--- config.mk ---
export PLATFORM = sky130hd
export DESIGN_NAME = oddrx2_gearbox_tx
export DESIGN_NICKNAME = d
export VERILOG_FILES = /design/src/rtl/ecp3_io_pkg.sv /design/src/rtl/oddrx2_gearbox_tx_if.sv /design/src/rtl/oddrx2_hold_reg.sv /design/src/rtl/oddrx2_gearbox_tx.sv
export SDC_FILE = /design/constraint.sdc
export NUM_CORES = 1
export LEC_CHECK = 0
export CORE_UTILIZATION = 47
export CTS_BUF_LIST = sky130_fd_sc_hd__clkbuf_2 sky130_fd_sc_hd__clkbuf_4 sky130_fd_sc_hd__clkbuf_8
export CTS_CLUSTER_DIAMETER = 30
export DETAILED_ROUTE_END_ITERATION = 12
export PLACE_DENSITY = 0.73
export SLEW_MARGIN = 20
export SYNTH_ARGS = -nofsm -noshare
export SYNTH_HDL_FRONTEND = slang
export SYNTH_SLANG_ARGS = --single-unit
export TNS_END_PERCENT = 5
--- constraint.sdc ---
create_clock -name ECLK -period 1.75 [get_ports ECLK]
set_input_delay 0.2625 -clock ECLK [delete_from_list [all_inputs] [get_ports ECLK]]
set_output_delay 0.2625 -clock ECLK [all_outputs]
set_load 0.05 [all_outputs]
--- src/rtl/ecp3_io_pkg.sv ---
// Shared definitions for the ECP3 I/O gearbox models.
// Bit-order constants are common to the 1:4 input and 4:1 output gearboxes
// so that transmit and receive ordering cannot diverge.
package ecp3_io_pkg;

    localparam int unsigned GEAR_RATIO = 4;
    localparam int unsigned CNT_W      = $clog2(GEAR_RATIO);

    typedef logic [CNT_W-1:0]      gear_cnt_t;
    typedef logic [GEAR_RATIO-1:0] gear_word_t;

    // Position of each parallel bit inside a gear word; also the serial slot.
    localparam int unsigned BIT_DA0 = 0;
    localparam int unsigned BIT_DB0 = 1;
    localparam int unsigned BIT_DA1 = 2;
    localparam int unsigned BIT_DB1 = 3;

    localparam gear_cnt_t CNT_LAST = gear_cnt_t'(GEAR_RATIO - 1);

    typedef enum logic {
        TX_IDLE,
        TX_SHIFT
    } tx_state_e;

    function automatic gear_word_t pack_word(input logic da0, input logic db0,
                                             input logic da1, input logic db1);
        gear_word_t w;
        w          = '0;
        w[BIT_DA0] = da0;
        w[BIT_DB0] = db0;
        w[BIT_DA1] = da1;
        w[BIT_DB1] = db1;
        return w;
    endfunction

endpackage

--- src/rtl/oddrx2_gearbox_tx_if.sv ---
// Parallel word handshake bus feeding the 4:1 output gearbox.
interface oddrx2_gearbox_tx_if;

    logic da0;
    logic db0;
    logic da1;
    logic db1;
    logic valid;
    logic ready;

    modport master (
        output da0, db0, da1, db1, valid,
        input  ready
    );

    modport slave (
        input  da0, db0, da1, db1, valid,
        output ready
    );

endinterface

--- src/rtl/oddrx2_hold_reg.sv ---
// One-entry holding register (HR/HF) with valid/ready accept logic.
// Usable as a single-entry skid stage: stall_i blocks new accepts,
// clear_i empties the entry when the consumer takes it.
module oddrx2_hold_reg
    import ecp3_io_pkg::*;
(
    input  logic                      clk_i,
    input  logic                      rst_ni,
    input  logic                      stall_i,
    input  logic                      clear_i,
    oddrx2_gearbox_tx_if.slave        bus,
    output gear_word_t                hr_o,
    output logic                      hf_o
);

    gear_word_t hr_q, hr_d;
    logic       hf_q, hf_d;
    logic       accept;

    assign bus.ready = !hf_q && rst_ni && !stall_i;
    assign accept    = bus.valid && bus.ready;
    assign hr_o      = hr_q;
    assign hf_o      = hf_q;

    // Next-state: take a word on accept, drop the entry when the consumer clears it.
    always_comb begin
        hr_d = hr_q;
        hf_d = hf_q;
        if (clear_i) begin
            hf_d = 1'b0;
        end
        if (accept) begin
            hr_d = pack_word(bus.da0, bus.db0, bus.da1, bus.db1);
            hf_d = 1'b1;
        end
    end

    // Holding register state with asynchronous clear.
    always_ff @(posedge clk_i or negedge rst_ni) begin
        if (!rst_ni) begin
            hr_q <= '0;
            hf_q <= 1'b0;
        end else begin
            hr_q <= hr_d;
            hf_q <= hf_d;
        end
    end

endmodule

--- src/rtl/oddrx2_gearbox_tx.sv ---
// 4:1 transmit output gearbox: accepts DA0/DB0/DA1/DB1 words over
// valid/ready and serializes them on Q, DA0 first, one bit per ECLK.
// Optional training pattern insertion is enabled by ODDRX2_TX_TRAIN_EN.
module oddrx2_gearbox_tx
    import ecp3_io_pkg::*;
#(
    parameter logic IDLE_BIT = 1'b0
`ifdef ODDRX2_TX_TRAIN_EN
  , parameter gear_word_t TRAIN_PATTERN = 4'b0101
`endif
) (
    input  logic ECLK,
    input  logic RSTN,
    input  logic DA0,
    input  logic DB0,
    input  logic DA1,
    input  logic DB1,
    input  logic VALID,
    output logic READY,
    output logic Q,
    output logic FRAME,
    output logic ACTIVE,
    output logic UNDERRUN
`ifdef ODDRX2_TX_TRAIN_EN
  , input  logic TRAIN
`endif
);

    oddrx2_gearbox_tx_if u_bus ();

    assign u_bus.da0   = DA0;
    assign u_bus.db0   = DB0;
    assign u_bus.da1   = DA1;
    assign u_bus.db1   = DB1;
    assign u_bus.valid = VALID;
    assign READY       = u_bus.ready;

    gear_word_t hr;
    logic       hf;
    logic       train;
    gear_word_t load_word;

`ifdef ODDRX2_TX_TRAIN_EN
    assign train     = TRAIN;
    assign load_word = train ? TRAIN_PATTERN : hr;
`else
    assign train     = 1'b0;
    assign load_word = hr;
`endif

    tx_state_e  state_q, state_d;
    gear_cnt_t  cnt_q, cnt_d, cnt_inc;
    gear_word_t sr_q, sr_d;
    logic       q_q, q_d;
    logic       frame_q, frame_d;
    logic       active_q, active_d;
    logic       underrun_q, underrun_d;
    logic       load_opp, load_data, load_any;

    // A load slot opens when idle or on the last bit; training takes the slot
    // without consuming the held word.
    assign load_opp  = (state_q == TX_IDLE) || (cnt_q == CNT_LAST);
    assign load_data = load_opp && hf && !train;
    assign load_any  = load_opp && (hf || train);
    assign cnt_inc   = cnt_q + gear_cnt_t'(1);

    oddrx2_hold_reg u_hold (
        .clk_i   (ECLK),
        .rst_ni  (RSTN),
        .stall_i (train),
        .clear_i (load_data),
        .bus     (u_bus),
        .hr_o    (hr),
        .hf_o    (hf)
    );

    // Shifter next-state: load, step to the next bit, or end the stream.
    always_comb begin
        state_d    = state_q;
        cnt_d      = cnt_q;
        sr_d       = sr_q;
        q_d        = q_q;
        frame_d    = frame_q;
        active_d   = active_q;
        underrun_d = 1'b0;
        if (load_any) begin
            state_d  = TX_SHIFT;
            cnt_d    = '0;
            sr_d     = load_word;
            q_d      = load_word[BIT_DA0];
            frame_d  = 1'b1;
            active_d = 1'b1;
        end else if (state_q == TX_SHIFT && cnt_q != CNT_LAST) begin
            cnt_d   = cnt_inc;
            q_d     = sr_q[cnt_inc];
            frame_d = 1'b0;
        end else if (state_q == TX_SHIFT) begin
            state_d    = TX_IDLE;
            cnt_d      = '0;
            q_d        = IDLE_BIT;
            frame_d    = 1'b0;
            active_d   = 1'b0;
            underrun_d = 1'b1;
        end
    end

    // Shifter and registered output state with asynchronous reset.
    always_ff @(posedge ECLK or negedge RSTN) begin
        if (!RSTN) begin
            state_q    <= TX_IDLE;
            cnt_q      <= '0;
            sr_q       <= '0;
            q_q        <= IDLE_BIT;
            frame_q    <= 1'b0;
            active_q   <= 1'b0;
            underrun_q <= 1'b0;
        end else begin
            state_q    <= state_d;
            cnt_q      <= cnt_d;
            sr_q       <= sr_d;
            q_q        <= q_d;
            frame_q    <= frame_d;
            active_q   <= active_d;
            underrun_q <= underrun_d;
        end
    end

    assign Q        = q_q;
    assign FRAME    = frame_q;
    assign ACTIVE   = active_q;
    assign UNDERRUN = underrun_q;

endmodule

==> results.py <==
metrics = {
    "run_status": {
        "outcome": "completed",
    },
    "critical_path": {
        "r2r_cells": 4,
        "r2r-start": "cnt_q[0]",
        "cp-start-kind": "flop",
        "cp_slowest_stage_delay_ns": 0.80,
        "worstPathMaxFanout": 2,
        "critPathTopFamily": "buffers and inverters",
        "r2r_setup_slack_ns": 0.23,
        "crit_type": "reg -> out",
        "critPathArrivalTime_ns": 1.42,
        "crit_path_top_delay_cell": "clkdlybuf4s50_1",
        "worstPathRequired_ns": 1.49,
        "end_kind": "output pin",
        "reg2reg_to": "Q",
        "critical_path.cell_chain": "clkdlybuf4s50_1",
        "crit_buf_inv": 1,
    },
    "finish": {
        "area_growth_pct": 24.3,
        "regArea_sq_um": 400,
        "fin_nets": 74,
        "multi_input_comb_area_sq_um": 272,
        "final_util_pct": 63.7,
        "drive_above_1_share_pct": 25.0,
        "n_antenna_cell": 0,
        "fillCellCount": 109,
    },
    "cts": {
        "cts_resized": 0,
        "cts_sinks": 16,
        "hold_buffers": 0,
        "cts_tree": "yes",
        "cts_inserted_buffers": 3,
        "clock_latency_ns": 0.28,
        "cts.path.max_buffers": 2,
        "cts_max_level": 1,
        "cts-root-buf": "clkbuf_4",
        "post-cts-setup-buffers": 0,
        "clk_pin_slew_worst_paths_ns": 0.09,
    },
    "pwr": {
        "internal_power_uw": 981,
        "ir_drop_uv": 859,
        "p_leak_uw": 0.000404,
        "pwr-share-comb_pct": 46.1,
        "p_sw_share_pct": 38.6,
        "power.switching_uw": 617,
        "clockPowerShare_pct": 11.5,
        "power_density_mw_per_mm2": 1900,
        "seqPwrFrac_pct": 42.4,
    },
    "die": {
        "die_h_um": 39.9,
        "fp.dieArea_sq_mm": 0.00159,
        "io_pins": 12,
        "coreArea_sq_mm": 0.00132,
        "rows": 13,
        "dieWidth_um": 39.9,
        "start_util_pct": 51.3,
    },
    "sta": {
        "hold_violations": 0,
        "rsz0062_at_grt": "no",
        "tightest_slew_ns": 0.491,
        "post-route-min-period_ns": 1.68,
        "clock_skew_ns": 0.00245,
        "period_share_pct": 96.1,
        "finalMaxSlewViolations": 0,
        "finalSetupViolCount": 0,
        "max_freq_mhz": 595,
        "slew_headroom_pct": 67.2,
        "tns_ns": 0,
    },
    "route": {
        "wirelength_um": 1080,
        "dr.first_iter.drc_count": 2,
        "drtPass1Iterations": 2,
        "viasPerCell": 5.22,
        "wire_per_inst_um": 13.6,
        "drcViolationCount": 0,
        "vias": 412,
        "drtAntennaViolNets": 0,
    },
    "placement": {
        "gp_congestion": 0.702,
        "port_buffers": 11,
        "detailed_place_hpwl_um": 841,
    },
    "yosys": {
        "yosysTopAreaCell": "dfrtp_1",
        "synth_seq_cells": 16,
        "synth.top_cells.by_count": "dfrtp_1 (16), mux2_1 (4), mux2_4 (4), nor2_1 (4), nand2_1 (3)",
        "async_flop_share_pct": 100,
        "yosysTopAreaCellShare_pct": 59.3,
        "yosysUniqueCellTypes": 22,
        "ys_top_cells_by_area": "dfrtp_1 (59%), mux2_4 (8.9%), mux2_1 (6.7%)",
        "synthesis.nets": 57,
        "yosysSeqAreaShare_pct": 59.3,
        "syn-cell-area_sq_um": 676,
        "synth.most_common_cell": "dfrtp_1",
        "synth_top_flop_cell": "dfrtp_1",
        "synth-edff-count": 0,
        "netlist_instances": 49,
        "ys_warn_count": 0,
        "avgSynthCellArea_sq_um": 13.8,
    },
    "global_routing": {
        "antenna_found_initial": 0,
        "grt_usage_pct": 16.9,
        "grt_pass1_vias": 366,
        "grt_max_degree": 17,
        "overflow": 0,
        "grt_pass1_wl_um": 1710,
    },
    "flow_run": {
        "maxCapViolCount": 0,
    },
    "worst_hold_path": {
        "hold_class": "in -> async",
    },
}
per-layer routing:
metal  wire length [um]  share of wire (%)  vias to the layer above  global-route usage (%)
li1                   -                  -                      201                       -
met1                516                 48                      202                    23.1
met2                517                 48                        7                    23.8
met3                 38                3.5                        2                    3.98
met4                  5               0.46                        0                    10.3
met5                  0                  0                        -                       0
placed cells by master (no fill, tap or decap), drive strengths merged:
master	instances
a21bo	1
a21oi	1
a22o	1
a32oi	1
buf	4
clkbuf	3
clkdlybuf4s50	8
dfrtp	16
ha	1
inv	1
mux2	9
mux2i	1
nand2	5
nand2b	2
nand3	2
nor2	4
nor2b	2
o21ai	1
or3	1
kinds of logic after synthesis:
family | synth area share [%]
simple gates | 14.1
flops | 59.3
mux | 18.7
compound gates | 5.55
buf+inv | 0.555
fa+ha+maj | 1.85
power groups by stage:
stage	registers [uW]	clock network [uW]	logic, uW
final	677	184	737
after global routing	700	210	799
after CTS	679	194	747
after detailed placement	688	0	742
after global placement	681	0	725
after floorplan	783	0	423
worst max-delay path by stage:
stage	startpoint	endpoint	cells after the start
2_1_floorplan	cnt_q[0]	Q	4
3_3_place_gp	RSTN	u_hold.hr_o[1]	4
3_5_place_dp	cnt_q[0]	Q	4
4_1_cts	FRAME	FRAME	1
5_1_grt	FRAME	FRAME	1
6_report	FRAME	FRAME	1
registers in the layout (all words and copies together), names as in the netlist:
name,count
UNDERRUN,1
sr_q,4
FRAME,1
cnt_q,2
state_q,1
u_hold.hr_o,4
u_hold.hf_o,1
ACTIVE,1
Q,1
per-stage QoR:
step                      power (uW)  hold slack (ns)  setup WS, ns  instances  cell area (sq um)
after floorplan                 1210          -0.0331         0.330         49                676
after global placement          1410            0.466         0.258         76                817
after detailed placement        1430            0.474         0.246         76                817
after CTS                       1620            0.339        0.0489         79                840
after global routing            1710            0.362        0.0100         79                840
final                           1600            0.337        0.0685         79                840
cell type report:
| type | instances | share of cell area, % |
|---|---|---|
| multi-input combinational | 32 | 32.3 |
| timing repair buffer | 12 | 14.6 |
| inverter | 1 | 0.447 |
| sequential | 16 | 47.7 |
| clock buffer | 3 | 2.68 |
| tap | 15 | 2.24 |
Power figures use the tool's default switching activity.
